File: src/rtl/ysyx_25060170_lsu_wb_if.sv
// Request/response memory bus between the LSU/writeback unit and the data memory.
interface ysyx_25060170_lsu_wb_if;
  logic        mem_req_valid;
  logic        mem_req_ready;
  logic [31:0] mem_addr;
  logic        mem_wen;
  logic [31:0] mem_wdata;
  logic [3:0]  mem_wmask;
  logic        mem_resp_valid;
  logic [31:0] mem_rdata;

  modport master (
    output mem_req_valid, mem_addr, mem_wen, mem_wdata, mem_wmask,
    input  mem_req_ready, mem_resp_valid, mem_rdata
  );

  modport slave (
    input  mem_req_valid, mem_addr, mem_wen, mem_wdata, mem_wmask,
    output mem_req_ready, mem_resp_valid, mem_rdata
  );
endinterface

File: src/rtl/ysyx_25060170_lsu_wb.sv
// Multi-cycle load/store + writeback unit: one instruction at a time, memory access over
// a valid/ready bus, load alignment/extension, single-cycle register-file write.
module ysyx_25060170_lsu_wb #(
  parameter int unsigned TIMEOUT = 256,
  parameter int unsigned TO_W    = 9
) (
  input  logic        clk,
  input  logic        rst,
  input  logic        in_valid,
  output logic        in_ready,
  input  logic [1:0]  in_kind,
  input  logic [2:0]  in_funct3,
  input  logic [4:0]  in_rd,
  input  logic [31:0] in_result,
  input  logic [31:0] in_sdata,
  ysyx_25060170_lsu_wb_if.master mem,
  output logic        GPR_we,
  output logic [4:0]  GPR_writer,
  output logic [31:0] GPR_wd,
  output logic        done,
  output logic        err
);

  localparam int unsigned XLEN = 32;
  localparam int unsigned RW   = 5;

  localparam logic [2:0] S_IDLE = 3'd0;
  localparam logic [2:0] S_REQ  = 3'd1;
  localparam logic [2:0] S_WAIT = 3'd2;
  localparam logic [2:0] S_WB   = 3'd3;
  localparam logic [2:0] S_FIN  = 3'd4;

  localparam logic [1:0] K_ALU   = 2'b00;
  localparam logic [1:0] K_LOAD  = 2'b01;
  localparam logic [1:0] K_STORE = 2'b10;
  localparam logic [1:0] K_NOP   = 2'b11;

  logic [2:0]      state_q, state_d;
  logic [1:0]      kind_q, kind_d;
  logic [2:0]      funct3_q, funct3_d;
  logic [RW-1:0]   rd_q, rd_d;
  logic [XLEN-1:0] addr_q, addr_d;
  logic [XLEN-1:0] wd_q, wd_d;
  logic            err_flag_q, err_flag_d;
  logic [TO_W-1:0] cnt_q, cnt_d;

  logic            in_ready_q, in_ready_d;
  logic            req_valid_q, req_valid_d;
  logic [XLEN-1:0] mem_addr_q, mem_addr_d;
  logic            mem_wen_q, mem_wen_d;
  logic [XLEN-1:0] mem_wdata_q, mem_wdata_d;
  logic [3:0]      mem_wmask_q, mem_wmask_d;
  logic            gpr_we_q, gpr_we_d;
  logic            done_q, done_d;
  logic            err_q, err_d;

  logic            legal_c;
  logic [3:0]      lane_wmask_c;
  logic [XLEN-1:0] lane_wdata_c;
  logic [7:0]      ld_byte_c;
  logic [15:0]     ld_half_c;
  logic [XLEN-1:0] ld_data_c;
  logic [TO_W-1:0] cnt_inc_c;

  // Legality of an incoming memory access: funct3 encoding plus natural alignment.
  always_comb begin
    legal_c = 1'b0;
    if (in_kind == K_LOAD) begin
      legal_c = (in_funct3 == 3'b000) || (in_funct3 == 3'b001) || (in_funct3 == 3'b010) ||
                (in_funct3 == 3'b100) || (in_funct3 == 3'b101);
    end else if (in_kind == K_STORE) begin
      legal_c = (in_funct3 == 3'b000) || (in_funct3 == 3'b001) || (in_funct3 == 3'b010);
    end
    if (in_funct3[1:0] == 2'b01 && in_result[0]) begin
      legal_c = 1'b0;
    end
    if (in_funct3[1:0] == 2'b10 && in_result[1:0] != 2'b00) begin
      legal_c = 1'b0;
    end
  end

  // Store byte lanes: data replicated across the word, strobes pick the addressed lanes.
  always_comb begin
    lane_wmask_c = 4'b0000;
    lane_wdata_c = in_sdata;
    if (in_kind == K_STORE) begin
      case (in_funct3)
        3'b000: begin
          lane_wmask_c = 4'(4'b0001 << in_result[1:0]);
          lane_wdata_c = {4{in_sdata[7:0]}};
        end
        3'b001: begin
          lane_wmask_c = 4'(4'b0011 << in_result[1:0]);
          lane_wdata_c = {2{in_sdata[15:0]}};
        end
        default: begin
          lane_wmask_c = 4'b1111;
          lane_wdata_c = in_sdata;
        end
      endcase
    end
  end

  // Load extraction from the returned word using the latched byte offset.
  always_comb begin
    ld_byte_c = 8'(mem.mem_rdata >> {addr_q[1:0], 3'b000});
    ld_half_c = addr_q[1] ? mem.mem_rdata[31:16] : mem.mem_rdata[15:0];
    case (funct3_q)
      3'b000:  ld_data_c = {{24{ld_byte_c[7]}}, ld_byte_c};
      3'b001:  ld_data_c = {{16{ld_half_c[15]}}, ld_half_c};
      3'b100:  ld_data_c = {24'd0, ld_byte_c};
      3'b101:  ld_data_c = {16'd0, ld_half_c};
      default: ld_data_c = mem.mem_rdata;
    endcase
  end

  assign cnt_inc_c = TO_W'(cnt_q + TO_W'(1));

  // Next-state, operand latching and registered output decode.
  always_comb begin
    state_d     = state_q;
    kind_d      = kind_q;
    funct3_d    = funct3_q;
    rd_d        = rd_q;
    addr_d      = addr_q;
    wd_d        = wd_q;
    err_flag_d  = err_flag_q;
    cnt_d       = cnt_q;
    mem_addr_d  = mem_addr_q;
    mem_wen_d   = mem_wen_q;
    mem_wdata_d = mem_wdata_q;
    mem_wmask_d = mem_wmask_q;

    case (state_q)
      S_IDLE: begin
        if (in_valid && in_ready_q) begin
          kind_d      = in_kind;
          funct3_d    = in_funct3;
          rd_d        = in_rd;
          addr_d      = in_result;
          wd_d        = in_result;
          err_flag_d  = 1'b0;
          cnt_d       = '0;
          mem_addr_d  = {in_result[31:2], 2'b00};
          mem_wen_d   = (in_kind == K_STORE);
          mem_wdata_d = lane_wdata_c;
          mem_wmask_d = lane_wmask_c;
          case (in_kind)
            K_ALU:   state_d = S_WB;
            K_NOP:   state_d = S_FIN;
            default: begin
              if (legal_c) begin
                state_d = S_REQ;
              end else begin
                state_d    = S_FIN;
                err_flag_d = 1'b1;
              end
            end
          endcase
        end
      end
      S_REQ: begin
        if (mem.mem_req_ready) begin
          state_d = S_WAIT;
          cnt_d   = '0;
        end
      end
      S_WAIT: begin
        if (mem.mem_resp_valid) begin
          if (kind_q == K_LOAD) begin
            wd_d    = ld_data_c;
            state_d = S_WB;
          end else begin
            state_d = S_FIN;
          end
        end else if (TIMEOUT != 0 && cnt_inc_c == TO_W'(TIMEOUT)) begin
          state_d    = S_FIN;
          err_flag_d = 1'b1;
        end else begin
          cnt_d = cnt_inc_c;
        end
      end
      S_WB:    state_d = S_FIN;
      S_FIN:   state_d = S_IDLE;
      default: state_d = S_IDLE;
    endcase

    in_ready_d  = (state_d == S_IDLE);
    req_valid_d = (state_d == S_REQ);
    gpr_we_d    = (state_d == S_WB) && (rd_d != '0);
    done_d      = (state_d == S_FIN);
    err_d       = (state_d == S_FIN) && err_flag_d;
  end

  always_ff @(posedge clk) begin
    if (rst) begin
      state_q     <= S_IDLE;
      kind_q      <= K_NOP;
      funct3_q    <= '0;
      rd_q        <= '0;
      addr_q      <= '0;
      wd_q        <= '0;
      err_flag_q  <= 1'b0;
      cnt_q       <= '0;
      in_ready_q  <= 1'b0;
      req_valid_q <= 1'b0;
      mem_addr_q  <= '0;
      mem_wen_q   <= 1'b0;
      mem_wdata_q <= '0;
      mem_wmask_q <= '0;
      gpr_we_q    <= 1'b0;
      done_q      <= 1'b0;
      err_q       <= 1'b0;
    end else begin
      state_q     <= state_d;
      kind_q      <= kind_d;
      funct3_q    <= funct3_d;
      rd_q        <= rd_d;
      addr_q      <= addr_d;
      wd_q        <= wd_d;
      err_flag_q  <= err_flag_d;
      cnt_q       <= cnt_d;
      in_ready_q  <= in_ready_d;
      req_valid_q <= req_valid_d;
      mem_addr_q  <= mem_addr_d;
      mem_wen_q   <= mem_wen_d;
      mem_wdata_q <= mem_wdata_d;
      mem_wmask_q <= mem_wmask_d;
      gpr_we_q    <= gpr_we_d;
      done_q      <= done_d;
      err_q       <= err_d;
    end
  end

  assign in_ready          = in_ready_q;
  assign mem.mem_req_valid = req_valid_q;
  assign mem.mem_addr      = mem_addr_q;
  assign mem.mem_wen       = mem_wen_q;
  assign mem.mem_wdata     = mem_wdata_q;
  assign mem.mem_wmask     = mem_wmask_q;
  assign GPR_we            = gpr_we_q;
  assign GPR_writer        = rd_q;
  assign GPR_wd            = wd_q;
  assign done              = done_q;
  assign err               = err_q;

endmodule

File: src/flat_wrapper.sv
// flat-port wrapper written by rule: the top's interface ports become plain ports
module ysyx_25060170_lsu_wb_flat 
#(
  parameter int unsigned TIMEOUT = 256,
  parameter int unsigned TO_W    = 9
)
  (clk, rst, in_valid, in_ready, in_kind, in_funct3, in_rd, in_result, in_sdata, GPR_we, GPR_writer, GPR_wd, done, err, mem_mem_req_valid, mem_mem_addr, mem_mem_wen, mem_mem_wdata, mem_mem_wmask, mem_mem_req_ready, mem_mem_resp_valid, mem_mem_rdata);
  ysyx_25060170_lsu_wb_if mem_i ();
  input  logic clk;
  input  logic rst;
  input  logic in_valid;
  output logic in_ready;
  input  logic [1:0] in_kind;
  input  logic [2:0] in_funct3;
  input  logic [4:0] in_rd;
  input  logic [31:0] in_result;
  input  logic [31:0] in_sdata;
  output logic GPR_we;
  output logic [4:0] GPR_writer;
  output logic [31:0] GPR_wd;
  output logic done;
  output logic err;
  output wire logic [$bits(mem_i.mem_req_valid)-1:0] mem_mem_req_valid;
  output wire logic [$bits(mem_i.mem_addr)-1:0] mem_mem_addr;
  output wire logic [$bits(mem_i.mem_wen)-1:0] mem_mem_wen;
  output wire logic [$bits(mem_i.mem_wdata)-1:0] mem_mem_wdata;
  output wire logic [$bits(mem_i.mem_wmask)-1:0] mem_mem_wmask;
  input wire logic [$bits(mem_i.mem_req_ready)-1:0] mem_mem_req_ready;
  input wire logic [$bits(mem_i.mem_resp_valid)-1:0] mem_mem_resp_valid;
  input wire logic [$bits(mem_i.mem_rdata)-1:0] mem_mem_rdata;
  assign mem_mem_req_valid = mem_i.mem_req_valid;
  assign mem_mem_addr = mem_i.mem_addr;
  assign mem_mem_wen = mem_i.mem_wen;
  assign mem_mem_wdata = mem_i.mem_wdata;
  assign mem_mem_wmask = mem_i.mem_wmask;
  assign mem_i.mem_req_ready = mem_mem_req_ready;
  assign mem_i.mem_resp_valid = mem_mem_resp_valid;
  assign mem_i.mem_rdata = mem_mem_rdata;
  ysyx_25060170_lsu_wb #(.TIMEOUT(TIMEOUT), .TO_W(TO_W)) u_core (.clk(clk), .rst(rst), .in_valid(in_valid), .in_ready(in_ready), .in_kind(in_kind), .in_funct3(in_funct3), .in_rd(in_rd), .in_result(in_result), .in_sdata(in_sdata), .mem(mem_i), .GPR_we(GPR_we), .GPR_writer(GPR_writer), .GPR_wd(GPR_wd), .done(done), .err(err));
endmodule
File: config.mk
export PLATFORM = sky130hd
export DESIGN_NAME = ysyx_25060170_lsu_wb_flat
export DESIGN_NICKNAME = d
export VERILOG_FILES = /design/src/rtl/ysyx_25060170_lsu_wb_if.sv /design/src/rtl/ysyx_25060170_lsu_wb.sv /design/src/flat_wrapper.sv
export SDC_FILE = /design/constraint.sdc
export NUM_CORES = 1
export LEC_CHECK = 0
export BUFFER_PORTS_ARGS = -buffer_cell sky130_fd_sc_hd__buf_2
export CAP_MARGIN = 20
export CORE_MARGIN = 2
export CORE_UTILIZATION = 35
export DETAILED_ROUTE_END_ITERATION = 6
export GPL_TIMING_DRIVEN = 1
export PLACE_DENSITY = 0.73
export SLEW_MARGIN = 20
export SYNTH_ARGS = -nofsm -noshare
export SYNTH_HDL_FRONTEND = slang
export SYNTH_SLANG_ARGS = --single-unit
File: constraint.sdc
create_clock -name clk -period 1.82 [get_ports clk]
set_input_delay 0.182 -clock clk [delete_from_list [all_inputs] [get_ports clk]]
set_output_delay 0.182 -clock clk [all_outputs]
set_load 0.005 [all_outputs]
==> run summary, run 1 <==
setup TNS: 0 ps
Met3 Routed Length: 2140 µm
clock transition at the registers of the reported paths: 50 ps
fillers: 1670
Core Box Area: 17200 µm²
endpoints failing hold: 0
largest family of logic cells by synthesized area: compound AO/OA/AOI/OAI gates
Max VDD drop: 0.715 mV
DRT Pass-1 Iters: 5
Power Internal: 5640 µW
fin area: 8360 µm²
Max Clk Rate: 556 MHz
maximum number of pins on one net before global-route repair: 73
Final Net Count: 1110
register area: 2590 µm²
Routed WL: 21400 µm
Die Area: 18600 µm²
synthesized area per cell: 7.99 µm²
CTS Sinks: 129
die width: 136 µm
post-synth cell types: 64
#FFs+latches synth: 129
Area after DPL: 7590 µm²
Post-Synth Simple-Gate Area: 0.188
fraction of layout cells with a size suffix above 1: 0.333
top layer in use: met4
part of the power in combinational logic: 0.175
worst-skew pair later-pin latency: 410 ps
cell area after synthesis: 6130 µm²
Hold Path Class: in -> reg
routed len/inst: 17.4 µm
status: finished clean
Worst EP required: 2140 ps
post-layout minimum cycle time: 1800 ps
clock share of power: 0.423
switching power total: 2160 µW
initial antenna violation count: 0
clock buffer depth: 2
Sw Share: 0.277
antenna cell count: 0
Max-Cap Viols: 0
Rows: 48
Compound-Gate Fraction of Synth Area: 0.257
Met1 Wirelength: 8840 µm
Area growth, synth to finish: 36.4%
global-route wire length before repair: 31800 µm
Final Max Slew Viols: 0
via count: 6592
fin crit share: 0.988
Root Driver: clkbuf_16
Synth area leader: dfxtp_1
endpoints failing setup: 0
Met2 Routed Length: 9950 µm
GR Overflow Total: 0
Post-synth ARST share: 0
IO Port Bufs: 219
most frequent cell after synthesis: nand2_1
ys flop type: dfxtp_1
Adder-Cell Fraction of Synth Area: 0.0102
Vert. Die Dim: 136 µm
Fin Hold WS: 19.9 ps
leakage dissipation: 0.00360 µW
Commonest cells post-synth: nand2_1, dfxtp_1, a21oi_1, nor2_1, o21ai_0
CP Data Arrival Time: 2120 ps
multiplexer area fraction after synthesis: 0.0608
post-synth top area share: 0.421
I/O pin cnt: 222
CTS Buf Count: 17
residual DRC count: 0
Synth Area in XOR/XNOR: 0
detailed router's first-iteration violation count: 498
unrepaired setup endpoints after global routing: yes
P per Cell Area: 932 nW/µm²
All-Layer GR Usage: 0.220
RePlAce Congestion: 0.880
Max Fanout on Critical Path: 7
Seq/Total Area, Yosys: 0.421
Slew Limit Headroom: 0.561
Post-synth EDFFs: 0
CTS tree: done
Worst setup EP type: register
HPWL after DPL: 15200 µm
Reg power frac: 0.402
synth warn: 0
WS Path Type: reg -> reg
gate count after technology mapping: 768
multi-input logic area: 3260 µm²
Setup crit start kind: register
Vias/cell: 5.36
Antenna Nets Post-Route: 0
Initial Util: 0.356
synth top area cells: dfxtp_1, nand2_1, a21oi_1
vias in the first global route: 6078
Layout Skew: 7.05 ps
H-tree Lvls: 4
worst-margin pin slew: 657 ps
layer usage:
metal  vias to the layer above  GRT usage
met5                         -          0
met4                         0     0.0723
met3                        30     0.0753
met2                       320      0.364
met1                      3078      0.268
li1                       3164          -
cell type report:
cell class | count | share of cell area
clock inverter | 10 | 0.0136
multi-input combinational | 550 | 0.390
clock buffer | 20 | 0.0534
tap | 225 | 0.0337
sequential | 129 | 0.310
inverter | 28 | 0.0126
timing repair buffer | 268 | 0.188
worst paths after layout:
path,start,end,cells after the start,slack [ps]
worst max register to register,u_core.state_q[2],u_core.err,7,20
worst min register to register,u_core.mem.mem_addr[10],u_core.mem.mem_addr[10],2,450
worst min-delay path,in_rd[4],u_core.GPR_writer[4],3,20
worst max-delay path,u_core.state_q[2],u_core.err,7,20
state kept, by name, summed over array words and instances, names as in the netlist, 2 cells and up:
signal	count
u_core.GPR_wd	32
u_core.GPR_writer	5
u_core.addr_q	2
u_core.cnt_q	9
u_core.funct3_q	3
u_core.kind_q	2
u_core.mem.mem_addr	30
u_core.mem.mem_wdata	32
u_core.mem.mem_wmask	4
u_core.state_q	3
stage by stage:
| step | worst slack (ps) | util | total power, µW | cells |
|---|---|---|---|---|
| floorplan | 67.0 | - | 3860 | 769 |
| global placement | -59.1 | 0.440 | 4440 | 1192 |
| detailed placement | -120 | 0.440 | 4460 | 1192 |
| CTS | 1.92 | 0.475 | 7770 | 1224 |
| global route | -43.6 | 0.485 | 8150 | 1230 |
| finish | 21.7 | 0.485 | 7790 | 1230 |
cells by family (layout without fill, tap and decap cells):
kind of cell / after synthesis / in the layout
other cells: 1 / 2
fa+ha+maj: 5 / 5
simple gates: 257 / 257
buf+inv: 90 / 326
mux: 35 / 35
compound gates: 251 / 251
flops: 129 / 129
power by group through the flow:
| stage | clock network [µW] | logic, µW | registers (µW) |
|---|---|---|---|
| floorplan | 0 | 668 | 3190 |
| detailed placement | 0 | 1270 | 3190 |
| global placement | 0 | 1250 | 3180 |
| CTS | 3360 | 1280 | 3130 |
| global route | 3480 | 1510 | 3160 |
| finish | 3290 | 1370 | 3130 |
cells in the final DEF (no fill, tap or decap), types with 6 or more instances in the layout:
cell	count
inv_1	28
a221o_1	9
o21ai_1	6
nor2_1	43
o211ai_1	15
dfxtp_1	123
a211oi_1	26
nor2b_1	7
clkbuf_16	19
buf_2	218
o21bai_1	7
o21ai_0	44
mux2i_1	25
mux2_2	8
a31oi_1	10
buf_4	41
nand2_1	147
a21oi_1	101
dfxtp_2	6
a22oi_1	10
nand3_1	10
critical path, cell delays in order, from the launching register on:
cell      delay (ps)
dfxtp_2          400
or2_2            180
buf_4            130
nor2_4            40
buf_12           140
a221oi_2         360
o31ai_4          170
nor4b_2          290
timing repair:
action / in CTS / in global routing
setup buffers: 0 / 4
setup endpoints to repair: 20 / 48
endpoints found under the hold margin: 2 / 0
pin swaps: 2 / 5
gates resized for setup: 6 / 18
hold buffers: 2 / 0
cloned: 0 / 2
No activity file was read; power rests on OpenSTA's default activity.
==> inputs of run 2 (changes only) <==
Settings changed: HOLD_SLACK_MARGIN set to 0.02.
==> run 2 against run 1 <==
Net effect:
- utilization grew 1.4 points
- non-clock buffer count grew 24
- flip-flop and latch count is the same
- sequential share of layout area shrank 0.87 points
- critical endpoint unchanged
- cell area grew 2.9%
- largest power group unchanged
==> run summary, run 2 (synthesis gave the netlist of run 1 again) <==
status: finished clean (unchanged)
switching power total: 2170 µW (was 2160 µW)
unrepaired setup endpoints after global routing: yes (unchanged)
Max Fanout on Critical Path: 7 (unchanged)
fraction of layout cells with a size suffix above 1: 0.325 (was 0.333)
Sw Share: 0.277 (about the same)
most frequent cells in the layout: buf_2, nand2_1, dfxtp_1, a21oi_1, o21ai_0 (unchanged)
antenna cell count: 0 (unchanged)
fin crit share: 0.997 (was 0.988)
Final Max Slew Viols: 0 (unchanged)
clock transition at the registers of the reported paths: 60 ps (was 50 ps)
P per Cell Area: 912 nW/µm² (was 932 nW/µm²)
Reg power frac: 0.400 (was 0.402)
initial antenna violation count: 0 (unchanged)
Worst setup EP type: register (unchanged)
I/O pin cnt: 222 (unchanged)
leakage dissipation: 0.00370 µW (was 0.00360 µW)
Root Driver: clkbuf_16 (unchanged)
H-tree Lvls: 4 (unchanged)
fillers: 1647 (was 1670)
routed len/inst: 17.5 µm (was 17.4 µm)
Max-Cap Viols: 0 (unchanged)
Routed WL: 21900 µm (was 21400 µm)
commonest non-fill, non-tap cell in the layout: buf_2 (unchanged)
die width: 136 µm (unchanged)
Power Total: 7840 µW (was 7790 µW)
Antenna Nets Post-Route: 0 (unchanged)
Area growth, synth to finish: 40.3% (was 36.4%)
Crit-path slowest cell: dfxtp_2 (unchanged)
placed cell count: 1192 (unchanged)
clock buffer depth: 2 (unchanged)
All-Layer GR Usage: 0.224 (was 0.220)
DRT Pass-1 Iters: 5 (unchanged)
endpoints failing setup: 0 (unchanged)
HPWL after DPL: 15200 µm (unchanged)
Die Area: 18600 µm² (unchanged)
worst-margin pin slew: 651 ps (was 657 ps)
worst setup path startpoint: u_core.state_q[2] (unchanged)
CP max stage delay: 400 ps (about the same)
hold_sp: in_result[24] (was in_rd[4])
worst path bufs/invs: 2 (unchanged)
clock share of power: 0.420 (was 0.423)
RePlAce Congestion: 0.880 (unchanged)
WS Path Type: reg -> reg (unchanged)
Max Clk Rate: 551 MHz (was 556 MHz)
Core Box Area: 17200 µm² (unchanged)
worst-skew pair later-pin latency: 420 ps (was 410 ps)
detailed router's first-iteration violation count: 463 (was 498)
Hold Path Class: in -> reg (unchanged)
via count: 6682 (was 6592)
post-layout minimum cycle time: 1810 ps (was 1800 ps)
maximum number of pins on one net before global-route repair: 73 (unchanged)
critical-path cell list: or2_2 -> buf_4 -> nor2_4 -> buf_12 -> a221oi_2 -> o31ai_4 -> nor4b_2 (unchanged)
Fin Hold WS: 30.9 ps (was 19.9 ps)
endpoints failing hold: 0 (unchanged)
worst reg2reg setup slack: 6 ps (was 20 ps)
fin cells: 1254 (was 1230)
Layout Skew: 7.99 ps (was 7.05 ps)
Power Internal: 5670 µW (was 5640 µW)
Setup crit start kind: register (unchanged)
reg2reg start: u_core.state_q[2] (unchanged)
Rows: 48 (unchanged)
CTS tree: done (unchanged)
Vias/cell: 5.33 (was 5.36)
IO Port Bufs: 219 (unchanged)
residual DRC count: 0 (unchanged)
setup TNS: 0 ps (unchanged)
CP Data Arrival Time: 2140 ps (was 2120 ps)
global-route wire length before repair: 32500 µm (was 31800 µm)
Final Net Count: 1134 (was 1110)
Worst EP required: 2150 ps (was 2140 ps)
GR Overflow Total: 0 (unchanged)
CTS Buf Count: 17 (unchanged)
part of the power in combinational logic: 0.180 (was 0.175)
CTS Sinks: 129 (unchanged)
Initial Util: 0.356 (unchanged)
crit-path leading delay family: compound AO/OA/AOI/OAI gates (unchanged)
Max VDD drop: 0.707 mV (was 0.715 mV)
Slew Limit Headroom: 0.565 (was 0.561)
vias in the first global route: 6244 (was 6078)
Vert. Die Dim: 136 µm (unchanged)
-- run 2: cell types whose count changed in the layout (fill, tap and decap cells not counted) --
cell,delta
dfxtp_1,+1
dfxtp_2,-1
dlygate4sd3_1,+24
-- run 2: final timing paths --
check,to,cells past startpoint
min reg2reg,u_core.GPR_wd[31],2
max reg2reg,u_core.err,7
min,u_core.mem.mem_addr[24],3
max,u_core.err,7
-- run 2: layout make-up --
cell class	count	area [µm²]	share of cell area
sequential	129	2590	0.301
multi-input combinational	550	3260	0.379
clock buffer	20	447	0.0519
inverter	28	105	0.0122
clock inverter	10	114	0.0132
tap	225	282	0.0327
timing repair buffer	292	1810	0.210
-- run 2: routing by layer --
metal,part of all wire,routed length (µm),GRT usage
met5,0,0,0
met4,0.019,426,0.0747
met3,0.094,2070,0.0757
met2,0.47,10300,0.377
met1,0.42,9150,0.268
-- run 2: worst reg2reg max path, delay by kind of cell (launching register included) --
family	cells	cell delay (ps)
and+or+nand+nor	3	520
buffers and inverters	2	270
AOI/OAI and AO/OA	2	540
DFF	1	400
-- run 2: power groups by stage --
stage	clock, µW	combinational (µW)	sequential, µW
final	3300	1410	3130
after global routing	3480	1560	3160
after CTS	3360	1320	3130
after detailed placement	0	1270	3190
after global placement	0	1250	3180
after floorplan	0	668	3190
-- run 2: through the flow --
step | area (µm²) | utilization | setup slack (ps)
finish | 8600 | 0.499 | 5.94
floorplan | 6140 | - | 67.0
detailed placement | 7590 | 0.440 | -120
CTS | 8420 | 0.489 | 1.92
global placement | 7590 | 0.440 | -59.1
global route | 8600 | 0.499 | -43.6
-- run 2: timing repair --
action	CTS	global route
hold endpoints to repair	26	0
setup endpoints to repair	20	48
buffers inserted	0	4
gates resized for setup	6	17
gates cloned	0	2
hold buffers	26	0
pin swaps	2	5
